[config.mk]
export PLATFORM = sky130hd
export DESIGN_NAME = rx_seq_bitmap_ctrl_flat
export DESIGN_NICKNAME = d
export VERILOG_FILES = /design/src/rtl/rx_bitmap_pkg.sv /design/src/rtl/rx_seq_bitmap_ctrl_if.sv /design/src/rtl/rx_sat_counter.sv /design/src/rtl/rx_seq_bitmap_ctrl.sv /design/src/flat_wrapper.sv
export SDC_FILE = /design/constraint.sdc
export NUM_CORES = 1
export LEC_CHECK = 0
export ABC_CLOCK_PERIOD_IN_PS = 1400
export BUFFER_PORTS_ARGS = -buffer_cell sky130_fd_sc_hd__buf_2
export CAP_MARGIN = 10
export CORE_MARGIN = 5
export CORE_UTILIZATION = 42
export CTS_CLUSTER_DIAMETER = 120
export DETAILED_ROUTE_END_ITERATION = 12
export PLACE_DENSITY = 0.88
export SYNTH_ARGS = -nofsm -noshare
export SYNTH_HDL_FRONTEND = slang
export SYNTH_SLANG_ARGS = --single-unit
[constraint.sdc]
create_clock -name clk -period 1.4 [get_ports clk]
set_input_delay 0.14 -clock clk [delete_from_list [all_inputs] [get_ports clk]]
set_output_delay 0.14 -clock clk [all_outputs]
set_load 0.1 [all_outputs]
[src/rtl/rx_bitmap_pkg.sv]
// Shared constants and FSM encoding for the RX sequence bitmap controller.
// Latency: n/a (declarations only).
// Backpressure: n/a (declarations only).
package rx_bitmap_pkg;

    // Default bitmap address width (depth = 2**ADDR_W) and statistics width.
    localparam int DEF_ADDR_W = 16;
    localparam int DEF_CNT_W  = 32;

    // Controller state: sweeping the bitmap to zero, or marking IDs.
    typedef enum logic {
        ST_CLEAR = 1'b0,
        ST_RUN   = 1'b1
    } state_t;

endpackage

[src/rtl/rx_seq_bitmap_ctrl_if.sv]
// Bundle of the sequence-ID handshake, result, statistics and bitmap RAM port.
// Latency: n/a (wiring only).
// Backpressure: seq_valid/seq_ready; the ID holder keeps the ID until accepted.
interface rx_seq_bitmap_ctrl_if
    import rx_bitmap_pkg::*;
#(
    parameter int ADDR_W = DEF_ADDR_W,
    parameter int CNT_W  = DEF_CNT_W
);
    logic              seq_valid;
    logic [ADDR_W-1:0] seq_id;
    logic              seq_ready;
    logic              clr_req;
    logic              busy;
    logic              res_valid;
    logic [ADDR_W-1:0] res_seq;
    logic              res_dup;
    logic [CNT_W-1:0]  uniq_cnt;
    logic [CNT_W-1:0]  dup_cnt;
    logic [ADDR_W-1:0] bm_addr;
    logic              bm_din;
    logic              bm_we;
    logic              bm_dout;

    // Controller side.
    modport slave (
        input  seq_valid, seq_id, clr_req, bm_dout,
        output seq_ready, busy, res_valid, res_seq, res_dup,
               uniq_cnt, dup_cnt, bm_addr, bm_din, bm_we
    );

    // Environment side: ID source, result sink and bitmap RAM.
    modport master (
        output seq_valid, seq_id, clr_req, bm_dout,
        input  seq_ready, busy, res_valid, res_seq, res_dup,
               uniq_cnt, dup_cnt, bm_addr, bm_din, bm_we
    );
endinterface

[src/rtl/rx_sat_counter.sv]
// Saturating event counter with synchronous clear.
// Latency: count visible the cycle after i_inc.
// Backpressure: none; holds at all-ones once saturated.
module rx_sat_counter #(
    parameter int CNT_W = 32
) (
    input  logic             clk,
    input  logic             rst,
    input  logic             i_clr,
    input  logic             i_inc,
    output logic [CNT_W-1:0] o_cnt
);
    logic [CNT_W-1:0] r_cnt;

    // Clear has priority over increment; stop at all-ones.
    always_ff @(posedge clk) begin
        if (rst || i_clr) begin
            r_cnt <= '0;
        end else if (i_inc && (r_cnt != {CNT_W{1'b1}})) begin
            r_cnt <= r_cnt + CNT_W'(1);
        end
    end

    assign o_cnt = r_cnt;
endmodule

[src/rtl/rx_seq_bitmap_ctrl.sv]
// Marks per-frame sequence IDs in a 1-bit bitmap RAM and flags duplicates; owns the clear sweep.
// Latency: result one cycle after accept, 1 ID/cycle; clear sweep takes 2**ADDR_W cycles.
// Backpressure: seq_ready low while sweeping; IDs are not buffered. Stats under RX_SEQ_STATS_EN.
module rx_seq_bitmap_ctrl
    import rx_bitmap_pkg::*;
#(
    parameter int ADDR_W = DEF_ADDR_W,
    parameter int CNT_W  = DEF_CNT_W
) (
    input  logic                 clk,
    input  logic                 rst,
    rx_seq_bitmap_ctrl_if.slave  bus
);
    localparam logic [ADDR_W-1:0] LAST_ADDR = {ADDR_W{1'b1}};

    state_t            r_state;
    logic [ADDR_W-1:0] r_sweep;
    logic [ADDR_W-1:0] r_last_addr;
    logic              r_seq_ready;
    logic              r_busy;
    logic              r_res_valid;
    logic [ADDR_W-1:0] r_res_seq;

    logic              w_accept;
    logic [ADDR_W-1:0] w_bm_addr;
    logic              w_bm_we;
    logic              w_bm_din;

    // seq_ready is only ever high in RUN, so it alone qualifies the handshake.
    assign w_accept = r_seq_ready & bus.seq_valid;

    // RAM port is driven combinationally so the read-first data returns
    // exactly one cycle after accept; idle cycles hold the previous address.
    always_comb begin
        w_bm_addr = r_last_addr;
        w_bm_we   = 1'b0;
        w_bm_din  = 1'b0;
        if (r_state == ST_CLEAR) begin
            w_bm_addr = r_sweep;
            w_bm_we   = 1'b1;
        end else if (w_accept) begin
            w_bm_addr = bus.seq_id;
            w_bm_we   = 1'b1;
            w_bm_din  = 1'b1;
        end
    end

    // FSM plus result pipeline; clr_req restarts the sweep from any state.
    always_ff @(posedge clk) begin
        if (rst) begin
            r_state     <= ST_CLEAR;
            r_sweep     <= '0;
            r_last_addr <= '0;
            r_seq_ready <= 1'b0;
            r_busy      <= 1'b1;
            r_res_valid <= 1'b0;
            r_res_seq   <= '0;
        end else begin
            r_last_addr <= w_bm_addr;
            r_res_valid <= w_accept;
            if (w_accept) begin
                r_res_seq <= bus.seq_id;
            end
            if (bus.clr_req) begin
                r_state     <= ST_CLEAR;
                r_sweep     <= '0;
                r_seq_ready <= 1'b0;
                r_busy      <= 1'b1;
            end else begin
                case (r_state)
                    ST_CLEAR: begin
                        r_sweep <= r_sweep + ADDR_W'(1);
                        if (r_sweep == LAST_ADDR) begin
                            r_state     <= ST_RUN;
                            r_seq_ready <= 1'b1;
                            r_busy      <= 1'b0;
                        end
                    end
                    default: begin
                        r_state <= ST_RUN;
                    end
                endcase
            end
        end
    end

    assign bus.bm_addr   = w_bm_addr;
    assign bus.bm_we     = w_bm_we;
    assign bus.bm_din    = w_bm_din;
    assign bus.seq_ready = r_seq_ready;
    assign bus.busy      = r_busy;
    assign bus.res_valid = r_res_valid;
    assign bus.res_seq   = r_res_seq;
    // The old bit read back by the set is the duplicate flag.
    assign bus.res_dup   = r_res_valid & bus.bm_dout;

`ifdef RX_SEQ_STATS_EN
    logic w_inc_uniq;
    logic w_inc_dup;

    assign w_inc_uniq = r_res_valid & ~bus.bm_dout;
    assign w_inc_dup  = r_res_valid &  bus.bm_dout;

    rx_sat_counter #(.CNT_W(CNT_W)) u_uniq_cnt (
        .clk   (clk),
        .rst   (rst),
        .i_clr (bus.clr_req),
        .i_inc (w_inc_uniq),
        .o_cnt (bus.uniq_cnt)
    );

    rx_sat_counter #(.CNT_W(CNT_W)) u_dup_cnt (
        .clk   (clk),
        .rst   (rst),
        .i_clr (bus.clr_req),
        .i_inc (w_inc_dup),
        .o_cnt (bus.dup_cnt)
    );
`else
    assign bus.uniq_cnt = '0;
    assign bus.dup_cnt  = '0;
`endif

endmodule

[src/flat_wrapper.sv]
// flat-port wrapper written by rule: the top's interface ports become plain ports
module rx_seq_bitmap_ctrl_flat import rx_bitmap_pkg::*;
#(
    parameter int ADDR_W = DEF_ADDR_W,
    parameter int CNT_W  = DEF_CNT_W
)
  (clk, rst, bus_seq_valid, bus_seq_id, bus_clr_req, bus_bm_dout, bus_seq_ready, bus_busy, bus_res_valid, bus_res_seq, bus_res_dup, bus_uniq_cnt, bus_dup_cnt, bus_bm_addr, bus_bm_din, bus_bm_we);
  rx_seq_bitmap_ctrl_if #(.ADDR_W(ADDR_W), .CNT_W(CNT_W)) bus_i ();
  input  logic clk;
  input  logic rst;
  input wire logic [$bits(bus_i.seq_valid)-1:0] bus_seq_valid;
  input wire logic [$bits(bus_i.seq_id)-1:0] bus_seq_id;
  input wire logic [$bits(bus_i.clr_req)-1:0] bus_clr_req;
  input wire logic [$bits(bus_i.bm_dout)-1:0] bus_bm_dout;
  output wire logic [$bits(bus_i.seq_ready)-1:0] bus_seq_ready;
  output wire logic [$bits(bus_i.busy)-1:0] bus_busy;
  output wire logic [$bits(bus_i.res_valid)-1:0] bus_res_valid;
  output wire logic [$bits(bus_i.res_seq)-1:0] bus_res_seq;
  output wire logic [$bits(bus_i.res_dup)-1:0] bus_res_dup;
  output wire logic [$bits(bus_i.uniq_cnt)-1:0] bus_uniq_cnt;
  output wire logic [$bits(bus_i.dup_cnt)-1:0] bus_dup_cnt;
  output wire logic [$bits(bus_i.bm_addr)-1:0] bus_bm_addr;
  output wire logic [$bits(bus_i.bm_din)-1:0] bus_bm_din;
  output wire logic [$bits(bus_i.bm_we)-1:0] bus_bm_we;
  assign bus_i.seq_valid = bus_seq_valid;
  assign bus_i.seq_id = bus_seq_id;
  assign bus_i.clr_req = bus_clr_req;
  assign bus_i.bm_dout = bus_bm_dout;
  assign bus_seq_ready = bus_i.seq_ready;
  assign bus_busy = bus_i.busy;
  assign bus_res_valid = bus_i.res_valid;
  assign bus_res_seq = bus_i.res_seq;
  assign bus_res_dup = bus_i.res_dup;
  assign bus_uniq_cnt = bus_i.uniq_cnt;
  assign bus_dup_cnt = bus_i.dup_cnt;
  assign bus_bm_addr = bus_i.bm_addr;
  assign bus_bm_din = bus_i.bm_din;
  assign bus_bm_we = bus_i.bm_we;
  rx_seq_bitmap_ctrl #(.ADDR_W(ADDR_W), .CNT_W(CNT_W)) u_core (.clk(clk), .rst(rst), .bus(bus_i));
endmodule
# ---- After elaboration in Yosys (flattened, before gate mapping)
# Index checks and enable logic that the tools add are counted.
dict set report classes {
  n_div 0
  shift 0
  add_sub_neg 1
  n_reduce_logical 2
  multipliers 0
  eq_ne 1
  bitwise_logic 3
  order_cmp 0
  mux 7
}
# cell n
set op_table {}
lappend op_table {{$mux W16} 2}
lappend op_table {{$add A16 B1 Y16 const B} 1}
lappend op_table {{$eq A16 B16 Y1 const B} 1}
lappend op_table {{$mux W1} 5}
lappend op_table {{$and A1 B1 Y1} 2}
lappend op_table {{$reduce_and A2 Y1} 1}
lappend op_table {{$reduce_or A2 Y1} 1}
lappend op_table {{$not A1 Y1} 1}
dict set report word_totals {
  romBits 0
  output_inout_bits 102
  mem_count 0
  ff_bits 52
  elab_cells 21
  ram_bits 0
  in_bits 21
  latch_bits 0
}

# ---- Depth between registers and ports, before layout
dict set report logic_depth {
  ltp_word 3
  mapped_depth 6
  mapped_depth_nobuf 5
}

# ---- Worst setup path before layout
# OpenSTA, ideal clock, no wires.
dict set report synth_timing {
  kind {register -> register}
  from {reg u_core.r_seq_ready (netlist: u_core.bus.seq_ready)}
  to {reg u_core.r_last_addr[10]}
  path_slack_ns -2.222
  setup_ns 0.072
  stages_incl_launch_ff 7
  period_less_slack_ns 3.622
  path_buffers 2
  arrival_time_ns 3.550
  required_ns 1.328
  path_cell_list {dfxtp_1 and2_1 clkbuf_2 buf_2 nand2_1 a31oi_1 nor2b_1}
}
dict set report synth_between {
  elab_chain_len 3
}
# item line
set synth_lines {}
lappend synth_lines {{start, declared} rx_seq_bitmap_ctrl.sv:19} ;# logic r_seq_ready;
lappend synth_lines {{start signal, assigned} rx_seq_bitmap_ctrl.sv:54} ;# r_seq_ready <= 1'b0;
lappend synth_lines {{start signal, assigned} rx_seq_bitmap_ctrl.sv:67} ;# r_seq_ready <= 1'b0;
lappend synth_lines {{start signal, assigned} rx_seq_bitmap_ctrl.sv:75} ;# r_seq_ready <= 1'b1;
lappend synth_lines {{$and A1 B1 Y1} rx_seq_bitmap_ctrl.sv:30} ;# assign w_accept = r_seq_ready & bus.seq_valid;
lappend synth_lines {{$mux W16} rx_seq_bitmap_ctrl.sv:41} ;# end else if (w_accept) begin
lappend synth_lines {{$mux W16} rx_seq_bitmap_ctrl.sv:38} ;# if (r_state == ST_CLEAR) begin
lappend synth_lines {{named net bus_bm_addr[10]} flat_wrapper.sv:22} ;# output wire logic [$bits(bus_i.bm_addr)-1:0] bus_bm_addr;
lappend synth_lines {{end signal, assigned} rx_seq_bitmap_ctrl.sv:59} ;# r_last_addr <= w_bm_addr;
lappend synth_lines {{end, declared} rx_seq_bitmap_ctrl.sv:18} ;# logic [ADDR_W-1:0] r_last_addr;
# The timed path passes the listed nets, and every way through them passes these cells.
# A chain may end at the register's enable or synchronous reset.

# ---- Worst setup path in the final report
dict set report layout_timing {
  from {reg u_core.r_seq_ready (netlist: u_core.bus.seq_ready)}
  to {out bus_bm_addr[6]}
}
dict set report layout_between {
  elab_chain_len 3
}
# item line
set layout_lines {}
lappend layout_lines {{$and A1 B1 Y1} rx_seq_bitmap_ctrl.sv:30}
lappend layout_lines {{$mux W16} rx_seq_bitmap_ctrl.sv:41}
lappend layout_lines {{$mux W16} rx_seq_bitmap_ctrl.sv:38}
lappend layout_lines {{end, declared} flat_wrapper.sv:22}
# No other way between the ends.

==> run metrics <==
first-pass GRT wire length 14100 um; Total Wirelength between 10000 and 15000 um; die area approximately 7900 um2; Clk pin slew, worst setup/hold paths around 100 ps; Seq/Total Area, Yosys 0.400; FF-to-FF setup slack -170 ps; crit path cell chain and2_4 > nand2_2 > a31oi_4 > buf_12; DRT Pass-1 Iters 7; Ports about 120; share of cells above drive strength 1 0.423; crit path launch type flip-flop; Hold Path Class in2reg; # DRC 0; pins over their slew limit 0; Hold Path End u_core.bus.res_seq[14]; Worst path max stage delay 410 ps; VDD IR-drop max around 0.00087 V; Antenna Nets Post-Route 0; largest net degree at the start of global routing 25; CP Buf/Inv Count 1; Synth Register Bits between 50 and 60; commonest non-fill, non-tap cells in the layout conb_1, dfxtp_1, buf_2; Worst Path Arrival around 1600 ps; Mapped Cells ~320; area share of the largest cell type after synthesis 0.400; Synth async-reset ratio 0; CP Class reg2out; worst-path fanout max 8; most common cell after layout, fill and taps aside conb_1; f_max 0.587 GHz; Std-Cell Rows 28; worst hold start bus_seq_id[14]; syn_area_per_cell ~8.1 um2; Distinct cells, synth 37; Max Root-Sink Buffers 2; period utilization 1.22; DR iter-0 viols 392; CTS tree built; CP max-delay cell dfxtp_4; routed len/inst 21.3 um; area grow syn2layout 52.1%; CTS root buf clkbuf_8; WHS 122 ps; number of synthesized flops with an enable pin 0; Final WS setup -304 ps; Avg Vias per Cell ~5.5; status complete, but fails checks; Ys Warns 0; top cells by area, synth dfxtp_1, buf_4, nand2_1; Reg-to-Reg End u_core.r_sweep[9]; Initial Utilization 0.435; Final setup viols 33; cts hold-fix bufs 0; CP endpoint kind output port; Lkg Pwr between 0.0015 and 0.002 uW; Final #Nets 432; final hold viol count 0; Core Region ~6000 um2; Detailed Place HPWL between 5000 and 6000 um; initial antenna violation count 1; Hold Path Stages 3; CTS H-Tree Depth 2; synthesized cell area between 2000 and 3000 um2; ys flop type dfxtp_1; GPL Wtd Cong roughly 0.87; # port buffers between 50 and 60; Reg2Reg Depth 6; power per cell area ~880 nW/um2; max cap viols 0; Clock Latency Late Sink between 300 and 400 ps; minimum clock period about 1700 ps; worst r2r src u_core.r_state; CP top delay family flip-flops; TritonCTS Sinks between 50 and 60; Die H around 89 um; clk_skew between 10 and 15 ps; Vias approximately 2700; grt total ovfl 0; failing checks negative setup slack; Pwr Total roughly 3500 uW; vias in the first global route 2592; Yosys top cell by area dfxtp_1; Die Wd roughly 90 um; Worst Path Required 1260 ps; RSZ-0062 raised after global routing true; number of buffers created by CTS 5; Total GRT Usage 0.238
==> Yosys cell counts (2+ instances only) <==
library cell and instances:
nand3_1 8, xor2_1 6, and2_1 2, a21oi_1 19, o21ai_0 2, buf_2 4
buf_1 2, a31oi_1 17, nand2_1 55, nor2b_1 17, xnor2_1 5, dfxtp_1 52
clkbuf_1 8, or3_1 3, nor2_1 31, nor3_1 3, buf_4 64, and3_1 4
==> worst max-delay path by stage <==
stage	slack [ps]	cells past startpoint	end	startpoint
CTS	-250	4	bus_bm_addr[7]	u_core.bus.seq_ready
floorplan	-550	6	u_core.r_last_addr[12]	u_core.bus.seq_ready
global route	-370	4	bus_bm_addr[5]	u_core.bus.seq_ready
finish	-300	4	bus_bm_addr[6]	u_core.bus.seq_ready
global placement	-3	4	u_core.bus.busy	u_core.r_sweep[6]
detailed placement	-90	5	u_core.r_sweep[6]	u_core.r_sweep[1]
==> final cells by class <==
| type | instances | area [um2] |
|---|---|---|
| fill | 380 | 2030 |
| multi-input combinational | 252 | 1710 |
| sequential | 52 | 1050 |
| timing repair buffer | 98 | 976 |
| tap | 75 | 93.8 |
| clock buffer | 6 | 82.6 |
| clock inverter | 2 | 38.8 |
| inverter | 1 | 3.75 |
| antenna | 1 | 2.50 |
==> logic make-up (layout without fill, tap and decap cells) <==
family	after synthesis	count (layout)	synth area share
DFF	52	52	0.400
AOI/OAI and AO/OA	43	43	0.0965
and+or+nand+nor	131	132	0.243
adders and majority gates	1	1	0.00480
other	1	65	0.00144
buffers and inverters	81	107	0.214
xor gates and xnor gates	11	11	0.0370
muxes	1	1	0.00384
==> worst reg2reg max path: cells and delay by family, from the launching register on <==
kind / cells / cell delay (ps)
XOR/XNOR: 1 / 230
buffers and inverters: 2 / 320
flip-flops: 1 / 390
AND/OR/NAND/NOR: 3 / 520
==> layer usage <==
layer,up-vias,global-route usage,share of wire
met5,-,0,0
met4,0,0.117,0.059
met3,59,0.0568,0.099
met2,240,0.420,0.49
met1,1252,0.266,0.35
li1,1111,-,-
==> sequential cells by signal (all words and copies together) (netlist names) <==
| signal | cells |
|---|---|
| u_core.bus.seq_ready | 1 |
| u_core.r_last_addr | 16 |
| u_core.bus.res_valid | 1 |
| u_core.bus.res_seq | 16 |
| u_core.r_sweep | 16 |
| u_core.r_state | 1 |
| u_core.bus.busy | 1 |
==> repair_timing <==
item,4_1_cts,5_1_grt
gates resized for setup,39,26
setup buffers,9,4
hold endpoints to repair,0,0
gates cloned,3,1
endpoints found under the setup margin,25,37
pin swaps,17,15
==> power by group <==
part,switching (uW),internal [uW]
combinational,840,51.1
clock,540,585
sequential,3.75,1480
==> stage by stage <==
stage	instance area (um2)	TNS, ps	worst slack [ps]	cells	util
after CTS	3790	-3880	-248	481	0.633
after floorplan	3130	-14470	-552	384	-
after global routing	3960	-7430	-373	487	0.661
final	3960	-5890	-304	487	0.661
after global placement	3420	-3.24	-3.24	461	0.570
after detailed placement	3420	-265	-91.8	461	0.570
Note: power is estimated with default switching activity, not from simulation.
